===== config.mk =====
export PLATFORM = sky130hd
export DESIGN_NAME = dependency_window
export DESIGN_NICKNAME = d
export VERILOG_FILES = /design/src/rtl/esm_pkg.sv /design/src/rtl/hazard_compare.sv /design/src/rtl/dependency_window.sv
export SDC_FILE = /design/constraint.sdc
export NUM_CORES = 2
export LEC_CHECK = 0
export ABC_AREA = 0
export BUFFER_PORTS_ARGS = -buffer_cell sky130_fd_sc_hd__buf_2
export CAP_MARGIN = 20
export CORE_ASPECT_RATIO = 0.6
export CORE_MARGIN = 10
export CORE_UTILIZATION = 30
export DETAILED_ROUTE_END_ITERATION = 8
export GPL_TIMING_DRIVEN = 1
export PLACE_DENSITY = 0.48
export SLEW_MARGIN = 20
export SYNTH_ARGS = -nofsm -noshare
export SYNTH_HDL_FRONTEND = slang
export SYNTH_SLANG_ARGS = --single-unit

===== constraint.sdc =====
create_clock -name clk -period 5.3 [get_ports clk]
set_input_delay 1.06 -clock clk [delete_from_list [all_inputs] [get_ports clk]]
set_output_delay 1.06 -clock clk [all_outputs]
set_load 0.02 [all_outputs]

===== src/rtl/esm_pkg.sv =====
// Shared types and constants for the dependency window and its hazard comparator.
// Latency: n/a (declarations only).
// Backpressure: n/a.
package esm_pkg;

    localparam int BS       = 16;
    localparam int BS_BITS  = $clog2(BS);
    localparam int REG_BITS = 5;
    localparam int INSTR_W  = 32;

    // Register 0 is hardwired; it never produces or consumes a real value.
    localparam logic [REG_BITS-1:0] ZERO_REG = '0;

    typedef struct packed {
        logic                valid;
        logic [INSTR_W-1:0]  instr;
        logic [REG_BITS-1:0] dest;
        logic [REG_BITS-1:0] src1;
        logic [REG_BITS-1:0] src2;
    } win_entry_t;

endpackage


===== src/rtl/hazard_compare.sv =====
// Pairwise hazard check: does an older entry block a younger one (RAW/WAW/WAR)?
// Latency: purely combinational.
// Backpressure: none; evaluated every cycle for every slot pair.
module hazard_compare
    import esm_pkg::*;
(
    input  logic [REG_BITS-1:0] old_dest,
    input  logic [REG_BITS-1:0] old_src1,
    input  logic [REG_BITS-1:0] old_src2,
    input  logic [REG_BITS-1:0] new_dest,
    input  logic [REG_BITS-1:0] new_src1,
    input  logic [REG_BITS-1:0] new_src2,
    output logic                blocked
);

    logic raw;
    logic waw;
    logic war;

    // A match on register 0 is ignored on whichever side carries it.
    always_comb begin
        raw = (old_dest != ZERO_REG) && ((old_dest == new_src1) || (old_dest == new_src2));
        waw = (new_dest != ZERO_REG) && (old_dest == new_dest);
        war = (new_dest != ZERO_REG) && ((old_src1 == new_dest) || (old_src2 == new_dest));
        blocked = raw || waw || war;
    end

endmodule


===== src/rtl/dependency_window.sv =====
// Instruction window: tracks age and register hazards, publishes hazard-free slots, issues one per cycle.
// Latency: allocation/issue visible one cycle after the edge; issued word appears one cycle after acceptance.
// Backpressure: in_ready drops when all slots are valid; rejected issues pulse issue_error and change nothing.
module dependency_window
    import esm_pkg::*;
#(
    parameter int bs       = BS,
    parameter int reg_bits = REG_BITS,
    parameter int instr_w  = INSTR_W
) (
    input  logic                   clk,
    input  logic                   rst,
    input  logic                   in_valid,
    output logic                   in_ready,
    input  logic [instr_w-1:0]     in_instr,
    input  logic [reg_bits-1:0]    in_dest,
    input  logic [reg_bits-1:0]    in_src1,
    input  logic [reg_bits-1:0]    in_src2,
    input  logic                   issue_valid,
    input  logic [$clog2(bs)-1:0]  issue_index,
    output logic [0:bs-1]          independent_instr,
    output logic [$clog2(bs)-1:0]  buffer_index,
    output logic                   out_valid,
    output logic [instr_w-1:0]     out_instr,
    output logic                   issue_error,
    output logic [$clog2(bs):0]    occupancy
);

    localparam int IW = $clog2(bs);

    win_entry_t          ent   [bs];
    logic [bs-1:0]       older [bs];
    logic [bs-1:0]       valid;
    logic [bs*bs-1:0]    blk;
    logic [0:bs-1]       indep;
    logic [IW-1:0]       free_idx;
    logic [bs-1:0]       issue_mask;
    logic                alloc;
    logic                issue_ok;

    // Gather per-slot valid bits into one vector.
    always_comb begin
        valid = '0;
        for (int i = 0; i < bs; i++) valid[i] = ent[i].valid;
    end

    assign in_ready = ~&valid;
    assign alloc    = in_valid && in_ready;

    // Lowest-numbered free slot from registered state; a slot freed this cycle is not yet free here.
    always_comb begin
        free_idx = '0;
        for (int i = bs - 1; i >= 0; i--) begin
            if (!valid[i]) free_idx = IW'(i);
        end
    end

    // blk[i*bs+j] = older slot j would block younger slot i; diagonal is meaningless and tied off.
    for (genvar i = 0; i < bs; i++) begin : g_row
        for (genvar j = 0; j < bs; j++) begin : g_col
            if (i == j) begin : g_diag
                assign blk[i*bs+j] = 1'b0;
            end else begin : g_cmp
                hazard_compare u_cmp (
                    .old_dest (ent[j].dest),
                    .old_src1 (ent[j].src1),
                    .old_src2 (ent[j].src2),
                    .new_dest (ent[i].dest),
                    .new_src1 (ent[i].src1),
                    .new_src2 (ent[i].src2),
                    .blocked  (blk[i*bs+j])
                );
            end
        end
    end

    // A slot is independent when it is valid and no older resident slot blocks it.
    always_comb begin
        indep = '0;
        for (int i = 0; i < bs; i++) begin
            indep[i] = valid[i] && !(|(blk[i*bs +: bs] & older[i] & valid));
        end
    end

    assign independent_instr = indep;
    assign issue_ok   = issue_valid && indep[issue_index];
    assign issue_mask = issue_ok ? (bs'(1) << issue_index) : '0;

    // Slot storage and age matrix: retire the issued column, then load the newly allocated row.
    always_ff @(posedge clk or negedge rst) begin
        if (!rst) begin
            for (int i = 0; i < bs; i++) begin
                ent[i]   <= '0;
                older[i] <= '0;
            end
        end else begin
            for (int i = 0; i < bs; i++) older[i] <= older[i] & ~issue_mask;
            if (issue_ok) ent[issue_index].valid <= 1'b0;
            if (alloc) begin
                ent[free_idx]   <= '{valid: 1'b1, instr: in_instr, dest: in_dest,
                                     src1: in_src1, src2: in_src2};
                older[free_idx] <= valid & ~issue_mask;
            end
        end
    end

    // Issue result, error pulse and occupancy counter.
    always_ff @(posedge clk or negedge rst) begin
        if (!rst) begin
            buffer_index <= '0;
            out_valid    <= 1'b0;
            out_instr    <= '0;
            issue_error  <= 1'b0;
            occupancy    <= '0;
        end else begin
            out_valid   <= issue_ok;
            issue_error <= issue_valid && !issue_ok;
            if (issue_ok) begin
                buffer_index <= issue_index;
                out_instr    <= ent[issue_index].instr;
            end
            occupancy <= occupancy + (IW+1)'(alloc) - (IW+1)'(issue_ok);
        end
    end

endmodule


==> impl_metrics.ini <==
[status]
outcome = finished with violations
violations = negative setup slack

[synth]
synth-main-ff-cell = dfrtp_1
yosysWarnings = 0
syn-cell-area_sq_um = 84600
synth_cell_type_count = 74
synthArstFlopShare_pct = 100
syn_nets = 9797
postSynthAreaPerCell_sq_um = 8.69
syn_inst = 9736
synth_edf_count = 0
synth-seq-cells = 1051
seq_area_frac_synth_pct = 31.1

[critical_path]
critPathMaxFanout = 20
rrSetupSlack_ns = -0.03
cp.required_ns = 4.24
critPathKind = flop to output pin
critPathLaunchType = flop
critPathArrivalTime_ns = 4.29
critPathCaptureType = output pin

[cells_and_area]
seq_area_sq_um = 26600
area_growth_pct = 24.9
final_nets = 10424
multi_input_area_sq_um = 54300
nFillCells = 28012
drive_above_1_share_pct = 24.1

[die]
ios = 115
core-area_sq_um = 280000
fp.dieH_um = 431
die_x_um = 706
dieArea_sq_um = 304000
rows = 150
initial_core_util_pct = 30.3

[clock_tree]
cts_buffers = 115
path_clk_slew_ns = 0.07
clockRootBuffer = clkbuf_16
clk_latency_ns = 0.85
clk_path_buf_depth = 3
cts_tree = done
postCtsHoldBufs = 0
clock-sinks = 1051
h-tree-depth = 3

[routing]
ant_nets = 0
drt-met1-wl_mm = 240
dr.pass1.iters = 8
wl_per_cell_um = 36.0
num_vias = 79725
wl_mm = 511
route.detailed.drc = 0
route.met3.wl_mm = 61.4
top_layer_used = met5
via_per_inst = 5.62
drtIter0Drc = 11617
wl_met2_mm = 190

[worst_hold_path]
hp-class = primary input to asynchronous set/reset pin

[grt]
grt_max_degree = 105
grt_pass1_vias = 75701
antenna_found_initial = 45
grt_usage_pct = 32.2
grt-ovfl-total = 0
grt_pass1_wl_mm = 686

[sta]
period_share_pct = 101
rsz0062_at_grt = yes
finalSetupViolCount = 2
finalCriticalPeriod_ns = 5.35
slew_violations = 0
holdWs_ns = 0.254
skew_ns = 0.0957
maxSlewHeadroom_pct = 18.2
final_hold_viol_count = 0
tightestPinTransition_ns = 1.23
clock.fmax_mhz = 187
timing.final.ws_setup_ns = -0.0471

[placement]
io_buffers = 114
pre_cts_ws_ns = -0.770
dp_hpwl_mm = 371
globalplace.congestion = 1.01

[job]
drv_cap = 0
layer usage:
| metal | up-vias | track usage (%) |
|---|---|---|
| met5 | - | 0 |
| met4 | 30 | 9.86 |
| met3 | 776 | 10.6 |
| met2 | 4869 | 41.8 |
| met1 | 41067 | 48.9 |
| li1 | 32983 | - |
through the flow:
step / area [sq um] / TNS (ns) / util (%) / std cells
floorplan: 84600 / 0 / - / 9736
global placement: 99600 / -51.24 / 35.6 / 13946
detailed placement: 99700 / -10.09 / 35.6 / 13946
CTS: 105000 / 0 / 37.4 / 14177
global route: 106000 / -0.191 / 37.8 / 14191
finish: 106000 / -0.0810 / 37.8 / 14198
worst max-delay path, cell delays in order, from the launching register on:
cell,delay [ns]
dfrtp_4,0.49
buf_12,0.27
buf_4,0.32
xnor2_1,0.18
nand3_1,0.16
nor3_1,0.08
o31ai_1,0.45
buf_4,0.25
a21oi_1,0.08
nor4_1,0.35
nand4_1,0.27
buf_4,0.24
inv_1,0.05
buf_2,0.16
layout make-up:
type	instances	area share, %
clock inverter	67	0.831
multi-input combinational	7593	51.4
sequential	1051	25.2
tap	3724	4.41
antenna	8	0.0189
timing repair buffer	1576	15.0
clock buffer	153	3.07
inverter	26	0.0936
flip-flops by register name, summed over array words and instances, names as in the netlist:
name	count
out_instr	32
occupancy	5
out_valid	1
ent	768
issue_error	1
buffer_index	4
older	240
timing repair:
action / CTS / global route
gates resized for setup: 135 / 152
setup endpoints to repair: 84 / 21
pin swaps: 19 / 46
cloned: 0 / 1
buffers inserted: 12 / 13
placed cells by master (no fill, tap or decap), types with 17 or more instances in the layout:
cell type,count
buf_6,32
mux2_2,239
nand3_1,550
buf_4,1106
nand4_1,35
o31ai_1,18
o22ai_1,114
mux2i_1,33
dfrtp_1,965
buf_2,105
inv_1,24
a31oi_1,43
nor4_2,22
clkbuf_16,117
a21oi_1,136
buf_12,325
xnor2_1,2025
xor2_1,970
clkinv_2,26
o21ai_0,51
a311oi_1,24
mux4_2,160
o21a_1,76
o21ai_1,19
dfrtp_4,78
nor3_1,306
nor4_1,100
and2_1,17
nor2_4,19
clkbuf_1,17
mux2_4,24
nor2_1,193
nand2_1,2114
clkbuf_8,20
synthesized netlist by cell type, drive strengths merged (134+ instances only):
cell type / count / area (sq um)
mux2: 270 / 3130
buf: 726 / 4300
nor3: 324 / 1650
nor4: 134 / 838
nand2: 2124 / 7970
nor2: 223 / 855
mux4: 160 / 3600
xor2: 970 / 8500
xnor2: 2034 / 17800
clkbuf: 340 / 1280
nand3: 558 / 2800
a21oi: 138 / 691
dfrtp: 1051 / 26300
cell families after synthesis:
group | count (synthesis) | share of synthesized area (%)
adder cells (fa/ha/maj) | 6 | 0.0976
AND/OR/NAND/NOR | 3463 | 17.5
XOR/XNOR | 3004 | 31.1
multiplexers | 463 | 8.35
flip-flops | 1051 | 31.1
buffers and inverters | 1092 | 6.70
AO/OA/AOI/OAI | 657 | 5.21
path summary, 6_finish.rpt:
check / from / to / cells past startpoint
max in group asynchronous: rst / ent[193] / 2
worst max register to register: ent[685] / occupancy[4] / 25
worst min register to register: ent[82] / ent[82] / 2
worst max-delay path: ent[61] / independent_instr[14] / 13
min in group clk: ent[82] / ent[82] / 2
worst min-delay path: rst / ent[391] / 1
Power is not shown: default switching activity piles up to over one toggle a cycle in this logic, so the estimate is an artifact.
